### src/rtl/icache_direct_if.sv
`default_nettype none
// ============================================================================
// Module      : icache_direct_if
// Description : Fetch port A and line-fill memory bundle for icache_direct.
// Revision    : 1.0 - initial release
// ============================================================================
interface icache_direct_if;
    logic         read_a;
    logic [15:0]  address_a;
    logic         resp_a;
    logic [15:0]  rdata_a;
    logic         pmem_read;
    logic [15:0]  pmem_address;
    logic         pmem_resp;
    logic [127:0] pmem_rdata;

    // Environment side: fetch requester plus physical memory responder
    modport master (
        output read_a, address_a, pmem_resp, pmem_rdata,
        input  resp_a, rdata_a, pmem_read, pmem_address
    );

    modport slave (
        input  read_a, address_a, pmem_resp, pmem_rdata,
        output resp_a, rdata_a, pmem_read, pmem_address
    );
endinterface
`default_nettype wire

### src/rtl/icache_direct.sv
`default_nettype none
// ============================================================================
// Module      : icache_direct
// Description : Read-only direct-mapped instruction cache, zero-cycle hit,
//               single-line fill on miss, saturating hit/miss counters.
// Revision    : 1.0 - initial release
// ============================================================================
module icache_direct #(
    parameter int NUM_SETS   = 8,
    parameter int LINE_WORDS = 8,
    parameter int CNT_WIDTH  = 16
) (
    input  wire logic                 clk,
    input  wire logic                 reset,
    icache_direct_if.slave            bus,
    output logic [CNT_WIDTH-1:0]      hit_count,
    output logic [CNT_WIDTH-1:0]      miss_count
);

    localparam int c_idx_w  = $clog2(NUM_SETS);
    localparam int c_tag_w  = 12 - c_idx_w;
    localparam int c_line_w = LINE_WORDS * 16;

    localparam logic [1:0] c_st_idle    = 2'd0;
    localparam logic [1:0] c_st_fill    = 2'd1;
    localparam logic [1:0] c_st_respond = 2'd2;

    localparam logic [CNT_WIDTH-1:0] c_cnt_max = '1;

    logic [1:0]            r_state;
    logic [1:0]            w_state_next;

    logic [NUM_SETS-1:0]   r_valid;
    logic [c_tag_w-1:0]    r_tag  [NUM_SETS];
    logic [c_line_w-1:0]   r_data [NUM_SETS];

    logic [11:0]           r_miss_line;
    logic [CNT_WIDTH-1:0]  r_hit_count;
    logic [CNT_WIDTH-1:0]  r_miss_count;

    logic [2:0]            w_offset;
    logic [c_idx_w-1:0]    w_index;
    logic [c_tag_w-1:0]    w_tag;
    logic [c_idx_w-1:0]    w_miss_index;
    logic [c_tag_w-1:0]    w_miss_tag;
    logic                  w_hit;
    logic                  w_resp;
    logic                  w_miss_start;
    logic                  w_install;
    logic                  w_pmem_read;
    logic                  w_unused;

    assign w_offset     = bus.address_a[3:1];
    assign w_index      = bus.address_a[3+c_idx_w:4];
    assign w_tag        = bus.address_a[15:4+c_idx_w];
    assign w_miss_index = r_miss_line[c_idx_w-1:0];
    assign w_miss_tag   = r_miss_line[11:c_idx_w];
    assign w_unused     = bus.address_a[0];

    assign w_hit = r_valid[w_index] && (r_tag[w_index] == w_tag);

    // Next-state and handshake outputs
    always_comb begin
        w_state_next = r_state;
        w_resp       = 1'b0;
        w_miss_start = 1'b0;
        w_install    = 1'b0;
        w_pmem_read  = 1'b0;
        case (r_state)
            c_st_idle: begin
                if (bus.read_a) begin
                    if (w_hit) begin
                        w_resp = 1'b1;
                    end else begin
                        w_miss_start = 1'b1;
                        w_state_next = c_st_fill;
                    end
                end
            end
            c_st_fill: begin
                w_pmem_read = 1'b1;
                if (bus.pmem_resp) begin
                    w_install    = 1'b1;
                    w_state_next = c_st_respond;
                end
            end
            c_st_respond: begin
                w_state_next = c_st_idle;
            end
            default: begin
                w_state_next = c_st_idle;
            end
        endcase
    end

    always_ff @(posedge clk) begin
        if (reset) begin
            r_state <= c_st_idle;
        end else begin
            r_state <= w_state_next;
        end
    end

    always_ff @(posedge clk) begin
        if (reset) begin
            r_valid <= '0;
        end else if (w_install) begin
            r_valid[w_miss_index] <= 1'b1;
        end
    end

    // Tag and data arrays carry no reset; valid bits alone gate their use
    always_ff @(posedge clk) begin
        if (w_install) begin
            r_tag[w_miss_index]  <= w_miss_tag;
            r_data[w_miss_index] <= bus.pmem_rdata;
        end
    end

    always_ff @(posedge clk) begin
        if (w_miss_start) begin
            r_miss_line <= bus.address_a[15:4];
        end
    end

    always_ff @(posedge clk) begin
        if (reset) begin
            r_hit_count  <= '0;
            r_miss_count <= '0;
        end else begin
            if (w_resp && (r_hit_count != c_cnt_max)) begin
                r_hit_count <= r_hit_count + 1'b1;
            end
            if (w_miss_start && (r_miss_count != c_cnt_max)) begin
                r_miss_count <= r_miss_count + 1'b1;
            end
        end
    end

    assign bus.resp_a       = w_resp;
    assign bus.rdata_a      = r_data[w_index][{w_offset, 4'b0000} +: 16];
    assign bus.pmem_read    = w_pmem_read;
    assign bus.pmem_address = {r_miss_line, 4'b0000};
    assign hit_count        = r_hit_count;
    assign miss_count       = r_miss_count;

endmodule
`default_nettype wire

### src/flat_wrapper.sv
// flat-port wrapper written by rule: the top's interface ports become plain ports
module icache_direct_flat 
#(
    parameter int NUM_SETS   = 8,
    parameter int LINE_WORDS = 8,
    parameter int CNT_WIDTH  = 16
)
  (clk, reset, hit_count, miss_count, bus_read_a, bus_address_a, bus_pmem_resp, bus_pmem_rdata, bus_resp_a, bus_rdata_a, bus_pmem_read, bus_pmem_address);
  icache_direct_if bus_i ();
  input  wire logic clk;
  input  wire logic reset;
  output logic [CNT_WIDTH-1:0] hit_count;
  output logic [CNT_WIDTH-1:0] miss_count;
  input wire logic [$bits(bus_i.read_a)-1:0] bus_read_a;
  input wire logic [$bits(bus_i.address_a)-1:0] bus_address_a;
  input wire logic [$bits(bus_i.pmem_resp)-1:0] bus_pmem_resp;
  input wire logic [$bits(bus_i.pmem_rdata)-1:0] bus_pmem_rdata;
  output wire logic [$bits(bus_i.resp_a)-1:0] bus_resp_a;
  output wire logic [$bits(bus_i.rdata_a)-1:0] bus_rdata_a;
  output wire logic [$bits(bus_i.pmem_read)-1:0] bus_pmem_read;
  output wire logic [$bits(bus_i.pmem_address)-1:0] bus_pmem_address;
  assign bus_i.read_a = bus_read_a;
  assign bus_i.address_a = bus_address_a;
  assign bus_i.pmem_resp = bus_pmem_resp;
  assign bus_i.pmem_rdata = bus_pmem_rdata;
  assign bus_resp_a = bus_i.resp_a;
  assign bus_rdata_a = bus_i.rdata_a;
  assign bus_pmem_read = bus_i.pmem_read;
  assign bus_pmem_address = bus_i.pmem_address;
  icache_direct #(.NUM_SETS(NUM_SETS), .LINE_WORDS(LINE_WORDS), .CNT_WIDTH(CNT_WIDTH)) u_core (.clk(clk), .reset(reset), .bus(bus_i), .hit_count(hit_count), .miss_count(miss_count));
endmodule
### config.mk
export PLATFORM = sky130hd
export DESIGN_NAME = icache_direct_flat
export DESIGN_NICKNAME = d
export VERILOG_FILES = /design/src/rtl/icache_direct_if.sv /design/src/rtl/icache_direct.sv /design/src/flat_wrapper.sv
export SDC_FILE = /design/constraint.sdc
export NUM_CORES = 1
export LEC_CHECK = 0
export CAP_MARGIN = 20
export CORE_UTILIZATION = 50
export CTS_BUF_LIST = sky130_fd_sc_hd__clkbuf_2
export CTS_CLUSTER_SIZE = 16
export DETAILED_ROUTE_END_ITERATION = 8
export HOLD_SLACK_MARGIN = 0.03
export PLACE_DENSITY = 0.75
export SYNTH_ARGS = -nofsm -noshare
export SYNTH_HDL_FRONTEND = slang
export SYNTH_SLANG_ARGS = --single-unit
### constraint.sdc
create_clock -name clk -period 33.4 [get_ports clk]
set_clock_uncertainty 0.2 [all_clocks]
set_input_delay 3.34 -clock clk [delete_from_list [all_inputs] [get_ports clk]]
set_output_delay 3.34 -clock clk [all_outputs]
set_load 0.03 [all_outputs]
# ---- After elaboration in Yosys (flattened, before gate mapping)
# Memories as Yosys holds them, arrays and structs flattened.
# Index checks and enable logic that the tools add are counted.
dict set report totals {
  ff_bits 54
  ramBits 1096
  input_bits 148
  output_inout_bits 66
  elab_cells 46
  memories 2
}
# memory words word_bits rd rd_ports_with_merged_regs wr line_no
set mem_list {}
lappend mem_list {u_core.r_data 8 128 1 0 1 icache_direct.sv:35} ;# logic [c_line_w-1:0] r_data [NUM_SETS];
lappend mem_list {u_core.r_tag 8 9 1 0 1 icache_direct.sv:34} ;# logic [c_tag_w-1:0] r_tag [NUM_SETS];
dict set report op_classes {
  n_addsub 2
  n_lt_le_gt_ge 3
  n_eq_ne 7
  shifts 1
  mux 19
  bitwise_logic 1
  reduce_logical 6
}
# op count
set ops {}
lappend ops {{128-bit by 8-bit indexed part select with 16-bit output} 1}
lappend ops {{16-bit by 1-bit adder with 16-bit output (second input constant)} 2}
lappend ops {{16-bit inequality test (second input constant)} 2}
lappend ops {{1-bit two-way mux} 13}
lappend ops {{9-bit equality test} 1}
lappend ops {{3-bit by 4-bit less-than comparator with 1-bit output (second input constant)} 2}
lappend ops {{8-bit OR} 1}
lappend ops {{2-bit two-way mux} 3}
lappend ops {{2-bit inequality test (second input constant)} 3}
lappend ops {{1-bit logical AND} 4}
lappend ops {{2-bit one-hot mux with 2 select lines} 1}
lappend ops {{1-bit binary-select mux with 3-bit select} 1}
lappend ops {{1-bit demux with 3-bit select} 1}
lappend ops {{3-bit by 1-bit >= comparator with 1-bit output (second input constant)} 1}
lappend ops {{3-bit AND reduction} 1}
lappend ops {{2-bit by 1-bit equality test with 1-bit output (second input constant)} 1}
lappend ops {{2-bit logical NOT} 1}

# ---- Depth between registers and ports, before layout
# Gate-level depths: netlist of the first run.
dict set report depth {
  word_depth 7
  mapped_depth 12
  ltp_nobuf 7
}

# ---- Worst setup path before layout of the first run
# OpenSTA, ideal clock, no wires.
dict set report synth_timing {
  kind {input-to-reg}
  start {in bus_pmem_resp}
  end {mem u_core.r_data[0][0] in the netlist's numbering, enable pin}
  setup_time_ps 803
  t_arrival_ps 13010
  setup_slack_ps 19386
  stages 3
  path_buffers 0
  cell_sequence {nand2_1 -> or2_2 -> nor3_1}
}
dict set report synth_via {
  elab_chain_len 4
}
# item line_no
set synth_rtl {}
lappend synth_rtl {{start: declaration} flat_wrapper.sv:16} ;# input wire logic [$bits(bus_i.pmem_resp)-1:0] bus_pmem_resp;
lappend synth_rtl {{1-bit two-way mux} icache_direct.sv:82} ;# if (bus.pmem_resp) begin
lappend synth_rtl {{1-bit two-way mux} icache_direct.sv:69} ;# case (r_state)
lappend synth_rtl {{1-bit two-way mux} icache_direct.sv:114} ;# if (w_install) begin
lappend synth_rtl {{1-bit two-way mux (not written as such)} icache_direct.sv:116} ;# r_data[w_miss_index] <= bus.pmem_rdata;
lappend synth_rtl {{end: declaration} icache_direct.sv:35}
# No other way between the ends.

# ---- Final worst setup path of the first run
dict set report layout_timing {
  start {in bus_address_a[4]}
  end {out bus_rdata_a[1]}
}
dict set report layout_via {
  elab_chain_len 2
}
# item line_no
set layout_rtl {}
lappend layout_rtl {{start: declaration} flat_wrapper.sv:15} ;# input wire logic [$bits(bus_i.address_a)-1:0] bus_address_a;
lappend layout_rtl {{memory read 8 x 128 bit} -}
lappend layout_rtl {{128-bit by 8-bit indexed part select with 16-bit output} icache_direct.sv:141} ;# assign bus.rdata_a = r_data[w_index][{w_offset, 4'b0000} +: 16];
lappend layout_rtl {{end: declaration} flat_wrapper.sv:19} ;# output wire logic [$bits(bus_i.rdata_a)-1:0] bus_rdata_a;
# No other way between the ends.

==> results of run 1 <==
-- worst min-delay path by stage --
stage / end / slack (ns) / cells past startpoint
final: u_core.r_valid[3]$_SDFFE_PP0P_ / 0.29 / 2
after global routing: u_core.r_valid[5]$_SDFFE_PP0P_ / 0.31 / 2
after CTS: u_core.r_valid[3]$_SDFFE_PP0P_ / 0.29 / 2
after detailed placement: u_core.r_valid[3]$_SDFFE_PP0P_ / 0.27 / 2
after global placement: u_core.r_valid[7]$_SDFFE_PP0P_ / 0.25 / 2
after floorplan: u_core.r_valid[3]$_SDFFE_PP0P_ / 0.24 / 2
-- area by class of cell --
| type | count | area [um^2] | area share |
|---|---|---|---|
| Clock inverter | 57 | 285 | 0.00571 |
| Sequential cell | 1150 | 34100 | 0.683 |
| Multi-Input combinational cell | 600 | 9580 | 0.192 |
| Inverter | 6 | 22.5 | 0.000451 |
| Clock buffer | 427 | 2140 | 0.0428 |
| Tap cell | 1155 | 1450 | 0.0289 |
| Timing Repair Buffer | 246 | 2370 | 0.0475 |
| Antenna cell | 6 | 15.0 | 0.000300 |
-- cells by family (layout without fill, tap and decap cells) --
logic type               Yosys count  in the layout
adder cells (fa/ha/maj)            2              2
other                              1             10
flip-flops                      1150           1150
XOR/XNOR                           7              7
AND/OR/NAND/NOR                  150            150
multiplexers                     387            387
AO/OA/AOI/OAI                     50             50
buffers and inverters            106            736
-- power groups by stage --
stage               logic (mW)  clock network [mW]  registers [mW]
finish                   0.164               0.882            1.60
floorplan               0.0896                   0            1.63
CTS                      0.166               0.913            1.60
global route             0.173               0.984            1.60
detailed placement       0.165                   0            1.63
global placement         0.161                   0            1.63
-- registers in the layout, summed over array words and instances (netlist names) --
signal and flops:
u_core.miss_count 16, u_core.hit_count 16, u_core.r_data 1024, u_core.r_valid 8
u_core.r_tag 72, u_core.r_miss_line 12, u_core.r_state 2
-- routing by layer --
layer / vias to the layer above / global-route usage / part of all wire
li1: 9037 / - / -
met1: 11100 / 0.272 / 0.38
met2: 881 / 0.358 / 0.51
met3: 147 / 0.0731 / 0.091
met4: 30 / 0.0694 / 0.018
met5: - / 0 / 0.0021
-- worst max-delay path, stage by stage --
cell             delay (ns)
buf_8                  0.43
buf_4                  0.85
buf_4                  0.88
mux4_2                 0.62
mux4_2                 0.53
mux4_2                 0.48
clkdlybuf4s50_1        0.74
-- layout by cell type, fill, tap and decap left out, types with 7 or more instances in the layout --
master | netlist | routed
o31ai_1 | 8 | 8
and3_1 | 12 | 12
mux2_2 | 17 | 17
clkinv_1 | 0 | 39
buf_4 | 6 | 38
inv_2 | 0 | 7
nor3_1 | 9 | 7
nand3_1 | 7 | 7
edfxtp_1 | 1108 | 1108
nor2b_1 | 20 | 20
mux2i_1 | 19 | 19
o21ai_0 | 7 | 7
a21oi_1 | 18 | 18
clkinv_2 | 0 | 7
nor2_1 | 42 | 36
or4_1 | 7 | 7
xor2_1 | 7 | 7
mux4_2 | 351 | 351
nand2_1 | 18 | 18
clkdlybuf4s50_1 | 0 | 203
nand4_1 | 11 | 11
dfxtp_1 | 42 | 42
clkbuf_2 | 0 | 427
-- metrics by stage --
| stage | power [mW] | cells |
|---|---|---|
| after CTS | 2.67 | 3641 |
| after global placement | 1.79 | 3156 |
| after floorplan | 1.72 | 1856 |
| final | 2.64 | 3647 |
| after detailed placement | 1.79 | 3157 |
| after global routing | 2.75 | 3643 |
==> flow_metrics.env, run 1 <==
export IMPL_run_status="finished clean"
export IMPL_period_needed_ns=11.61
export IMPL_drt_iter0_markers=1867
export IMPL_synthTopCellsByArea="edfxtp_1 75%, mux4_2 18%, dfxtp_1 1.9%"
export IMPL_cts_num_sinks=1150
export IMPL_cts_setup_buffers=0
export IMPL_post_cts_resized=0
export IMPL_max_slew_margin=0.231
export IMPL_design_area_um2=50000
export IMPL_hold_buffers=0
export IMPL_startpoint_type="input pin"
export IMPL_ys_types=44
export IMPL_fin_util=0.574
export IMPL_synth_fa_ha_area_frac=0.000567
export IMPL_wl_per_cell_um=26.2
export IMPL_grt_max_degree=74
export IMPL_synth_seq_cells=1150
export IMPL_async_flop_share=0
export IMPL_seq_area_frac_synth=0.774
export IMPL_place_congestion=0.768
export IMPL_pre_cts_ws_ns=21.67
export IMPL_path_clk_slew_ns=0.09
export IMPL_max_clock_freq_mhz=86.1
export IMPL_synth_cells=1853
export IMPL_max_cap_viol_count=0
export IMPL_p_int_mw=2.02
export IMPL_wl_mm=95.4
export IMPL_p_sw_frac=0.236
export IMPL_clkPwrFrac=0.334
export IMPL_synth_top_family_by_area="multiplexers"
export IMPL_yosysWarnings=0
export IMPL_min_delay_start="u_core.r_valid[3]$_SDFFE_PP0P_"
export IMPL_pwr_share_comb=0.062
export IMPL_drive_gt1_frac=0.351
export IMPL_grt_pass1_wl_mm=141
export IMPL_finalHoldViolations=0
export IMPL_synth_mux_area_frac=0.188
export IMPL_initial_utilization=0.507
export IMPL_final_nets=2453
export IMPL_synthTopCellsByCount="1,108 x edfxtp_1, 351 x mux4_2, 56 x clkbuf_1"
export IMPL_via_count=21200
export IMPL_drt_antenna_violating_nets=0
export IMPL_placed_cell_area_um2=47500
export IMPL_synth_simple_area_share=0.0181
export IMPL_worst_slew_pin_slew_ns=1.15
export IMPL_die_area_um2=89400
export IMPL_worst_setup_path_end_kind="output port"
export IMPL_synth_flop_cell="edfxtp_1"
export IMPL_worstPathArrival_ns=8.07
export IMPL_n_fill_cell=6358
export IMPL_power_density_nw_per_um2=52.9
export IMPL_grt_pass1_vias=22700
export IMPL_pwr_share_seq=0.604
export IMPL_worstPathRequired_ns=29.86
export IMPL_cts_root_buf="clkbuf_2"
export IMPL_synth_top_cell_area_share=0.754
export IMPL_syn_cell_area_um2=44100
export IMPL_synth_compound_area_frac=0.00766
export IMPL_track_usage=0.217
export IMPL_synth_top_area_cell="edfxtp_1"
export IMPL_rows=108
export IMPL_insertion_delay_ns=1.37
export IMPL_synthXorXnorAreaFrac=0.00139
export IMPL_dieHeight_um=299
export IMPL_hold_path_class="reg -> reg"
export IMPL_reg2reg_from="u_core.r_state[0]$_SDFFE_PP0P_"
export IMPL_synth_edf_count=1108
export IMPL_power_switching_mw=0.622
export IMPL_core_area_um2=87000
export IMPL_cp_startpoint="bus_address_a[4]"
export IMPL_reg2reg_to="u_core.r_data[1][26]$_DFFE_PP_"
export IMPL_setup_viol=0
export IMPL_endpoint="bus_rdata_a[1]"
export IMPL_grt_setup_unrepaired="false"
export IMPL_tns_ns=0
export IMPL_leakage_nw=16.1
export IMPL_yosysMostFrequentCell="edfxtp_1"
export IMPL_viasPerCell=5.82
export IMPL_cts_max_level=5
export IMPL_timing_final_ws_setup_ns=21.79
export IMPL_drc=0
export IMPL_ios=214
export IMPL_r2r_cells=6
export IMPL_overflow=0
export IMPL_antenna_found_initial=23
export IMPL_critPathKind="in -> out"
export IMPL_port_buffers=208
export IMPL_vdd_drop_max_mv=0.0332
export IMPL_fin_crit_sh=0.348
export IMPL_syn2layout_area_growth_pct=13.3
export IMPL_cts_buffers=299
export IMPL_maxSlewViolCount=0
export IMPL_chipWidth_um=299
export IMPL_path_max_fanout=56
export IMPL_cts_tree="done"
export IMPL_dr_pass1_iters=7
export IMPL_syn_avg_cell_area_um2=23.8
export IMPL_cts_buffer_depth=4
export IMPL_r2r_slack_ns=29.20
export IMPL_post_dp_hpwl_mm=54.5
export IMPL_fin_hold_ws_ns=0.286
Note: power is estimated with default switching activity, not from simulation.
==> inputs of run 2 (changes only) <==
PLACE_DENSITY = 0.78   (was 0.75)
clock period = 10.2 ns   (was 33.4 ns; I/O delays follow)
==> flow_metrics.env, run 2 (synthesized netlist as in run 1, its figures left out) <==
export IMPL_post_cts_resized=0
export IMPL_path_max_fanout=126
export IMPL_fin_crit_sh=0.673
export IMPL_rows=108
export IMPL_grt_pass1_vias=23800
export IMPL_initial_utilization=0.507
export IMPL_whs_endpoint="u_core.r_data[7][125]$_DFFE_PP_"
export IMPL_r2r_cells=7
export IMPL_dr_pass1_iters=5
export IMPL_wl_mm=95.8
export IMPL_layout_common_cells="1,108 x edfxtp_1, 417 x clkbuf_2, 351 x mux4_2"
export IMPL_min_delay_start="bus_pmem_rdata[125]"
export IMPL_p_int_mw=6.63
export IMPL_path_clk_slew_ns=0.09
export IMPL_largest_register="u_core.r_data"
export IMPL_chipWidth_um=299
export IMPL_pwr_share_seq=0.602
export IMPL_ios=214
export IMPL_max_slew_margin=0.217
export IMPL_post_dp_hpwl_mm=53.2
export IMPL_syn2layout_area_growth_pct=16.5
export IMPL_port_buffers=208
export IMPL_final_nets=2587
export IMPL_worstPathRequired_ns=8.98
export IMPL_overflow=0
export IMPL_dieHeight_um=299
export IMPL_critPathKind="in -> out"
export IMPL_worstPathArrival_ns=5.65
export IMPL_seq_area_um2=34100
export IMPL_power_switching_mw=2.05
export IMPL_run_status="finished clean"
export IMPL_leakage_nw=16.7
export IMPL_insertion_delay_ns=1.42
export IMPL_power_density_nw_per_um2=169
export IMPL_timing_final_ws_setup_ns=3.33
export IMPL_finalHoldViolations=0
export IMPL_die_area_um2=89400
export IMPL_cts_setup_buffers=0
export IMPL_cts_num_sinks=1150
export IMPL_grt_max_degree=139
export IMPL_hold_buffers=139
export IMPL_tns_ns=0
export IMPL_clkPwrFrac=0.330
export IMPL_cts_max_level=5
export IMPL_track_usage=0.219
export IMPL_final_common_cell="edfxtp_1"
export IMPL_setup_viol=0
export IMPL_viasPerCell=5.73
export IMPL_multi_input_area_um2=9590
export IMPL_largest_reg_flops=1024
export IMPL_largest_registers="u_core.r_data x1024, u_core.r_tag x72"
export IMPL_drive_gt1_frac=0.324
export IMPL_grt_pass1_wl_mm=143
export IMPL_wl_per_cell_um=25.3
export IMPL_period_needed_ns=6.87
export IMPL_pre_cts_ws_ns=3.84
export IMPL_drt_iter0_markers=1715
export IMPL_core_area_um2=87000
export IMPL_pwr_share_comb=0.067
export IMPL_vdd_drop_max_mv=0.107
export IMPL_totalPowerFinal_mw=8.68
export IMPL_p_sw_frac=0.236
export IMPL_cts_buffer_depth=4
export IMPL_startpoint_type="input pin"
export IMPL_n_fill_cell=6209
export IMPL_hold_path_class="in -> reg"
export IMPL_worst_slew_pin_slew_ns=1.17
export IMPL_cts_buffers=300
export IMPL_maxSlewViolCount=0
export IMPL_drt_antenna_violating_nets=0
export IMPL_drc=0
export IMPL_grt_setup_unrepaired="false"
export IMPL_whs_path_depth=1
export IMPL_via_count=21700
export IMPL_worst_setup_path_end_kind="output port"
export IMPL_antenna_found_initial=28
export IMPL_fin_util=0.590
export IMPL_cts_tree="done"
export IMPL_reg2reg_from="u_core.r_tag[4][7]$_DFFE_PP_"
export IMPL_max_cap_viol_count=0
export IMPL_place_congestion=0.746
export IMPL_max_clock_freq_mhz=146
export IMPL_r2r_slack_ns=6.64
export IMPL_reg2reg_to="u_core.r_miss_line[6]$_DFFE_PP_"
export IMPL_cts_root_buf="clkbuf_2"
[run 2: cell count changes in the layout (fill, tap and decap cells not counted), sizes merged]
cell | before | now
clkbuf | 427 | 417
inv | 13 | 11
buf | 43 | 37
clkinv | 48 | 61
dlygate4sd3 | 0 | 139
diode | 6 | 12
[run 2: critical path, cell delays in order]
cell and delay [ns]:
dlygate4sd3_1 0.57, buf_8 0.67, buf_4 0.64, mux4_2 0.58
mux2i_1 0.20, xor2_1 0.32, nand4_1 0.13, or4_4 0.58
nor2_1 0.13, clkdlybuf4s50_1 0.68
[run 2: metrics by stage]
step	std cells	instance area (um^2)	hold WS, ns
3_3_place_gp	3151	47500	0.244
4_1_cts	3775	51300	0.0302
5_1_grt	3783	51400	0.0974
3_5_place_dp	3151	47500	0.260
2_1_floorplan	1856	44100	0.235
6_report	3787	51400	0.213
[run 2: how the worst max path moves through the flow]
stage,start,endpoint,slack [ns],depth (start not counted)
global placement,bus_address_a[5],bus_resp_a,3.85,9
detailed placement,bus_address_a[5],bus_resp_a,3.84,9
global route,bus_address_a[5],bus_resp_a,3.09,10
finish,bus_address_a[5],bus_resp_a,3.33,10
CTS,bus_address_a[5],bus_resp_a,3.23,10
floorplan,bus_pmem_resp,u_core.r_data[2][0]$_DFFE_PP_,2.21,3
[run 2: metal layers]
| metal | vias up | global-route usage | wire [um] |
|---|---|---|---|
| li1 | 9327 | - | - |
| met4 | 16 | 0.0655 | 1280 |
| met5 | - | 0 | 112 |
| met2 | 974 | 0.365 | 49100 |
| met3 | 140 | 0.0717 | 8520 |
| met1 | 11200 | 0.274 | 36900 |
[run 2: power groups by stage]
stage	Clock, mW	Sequential (mW)	Combinational (mW)
floorplan	0	5.34	0.293
global placement	0	5.33	0.525
CTS	2.96	5.23	0.593
finish	2.87	5.22	0.585
detailed placement	0	5.33	0.542
global route	3.19	5.23	0.620
[run 2: final cells by class]
| class | instances | share of cell area |
|---|---|---|
| clock inverter | 68 | 0.00626 |
| multi-input combinational | 600 | 0.187 |
| inverter | 6 | 0.000438 |
| sequential | 1150 | 0.664 |
| clock buffer | 417 | 0.0406 |
| antenna | 12 | 0.000585 |
| timing repair buffer | 379 | 0.0731 |
| tap | 1155 | 0.0281 |
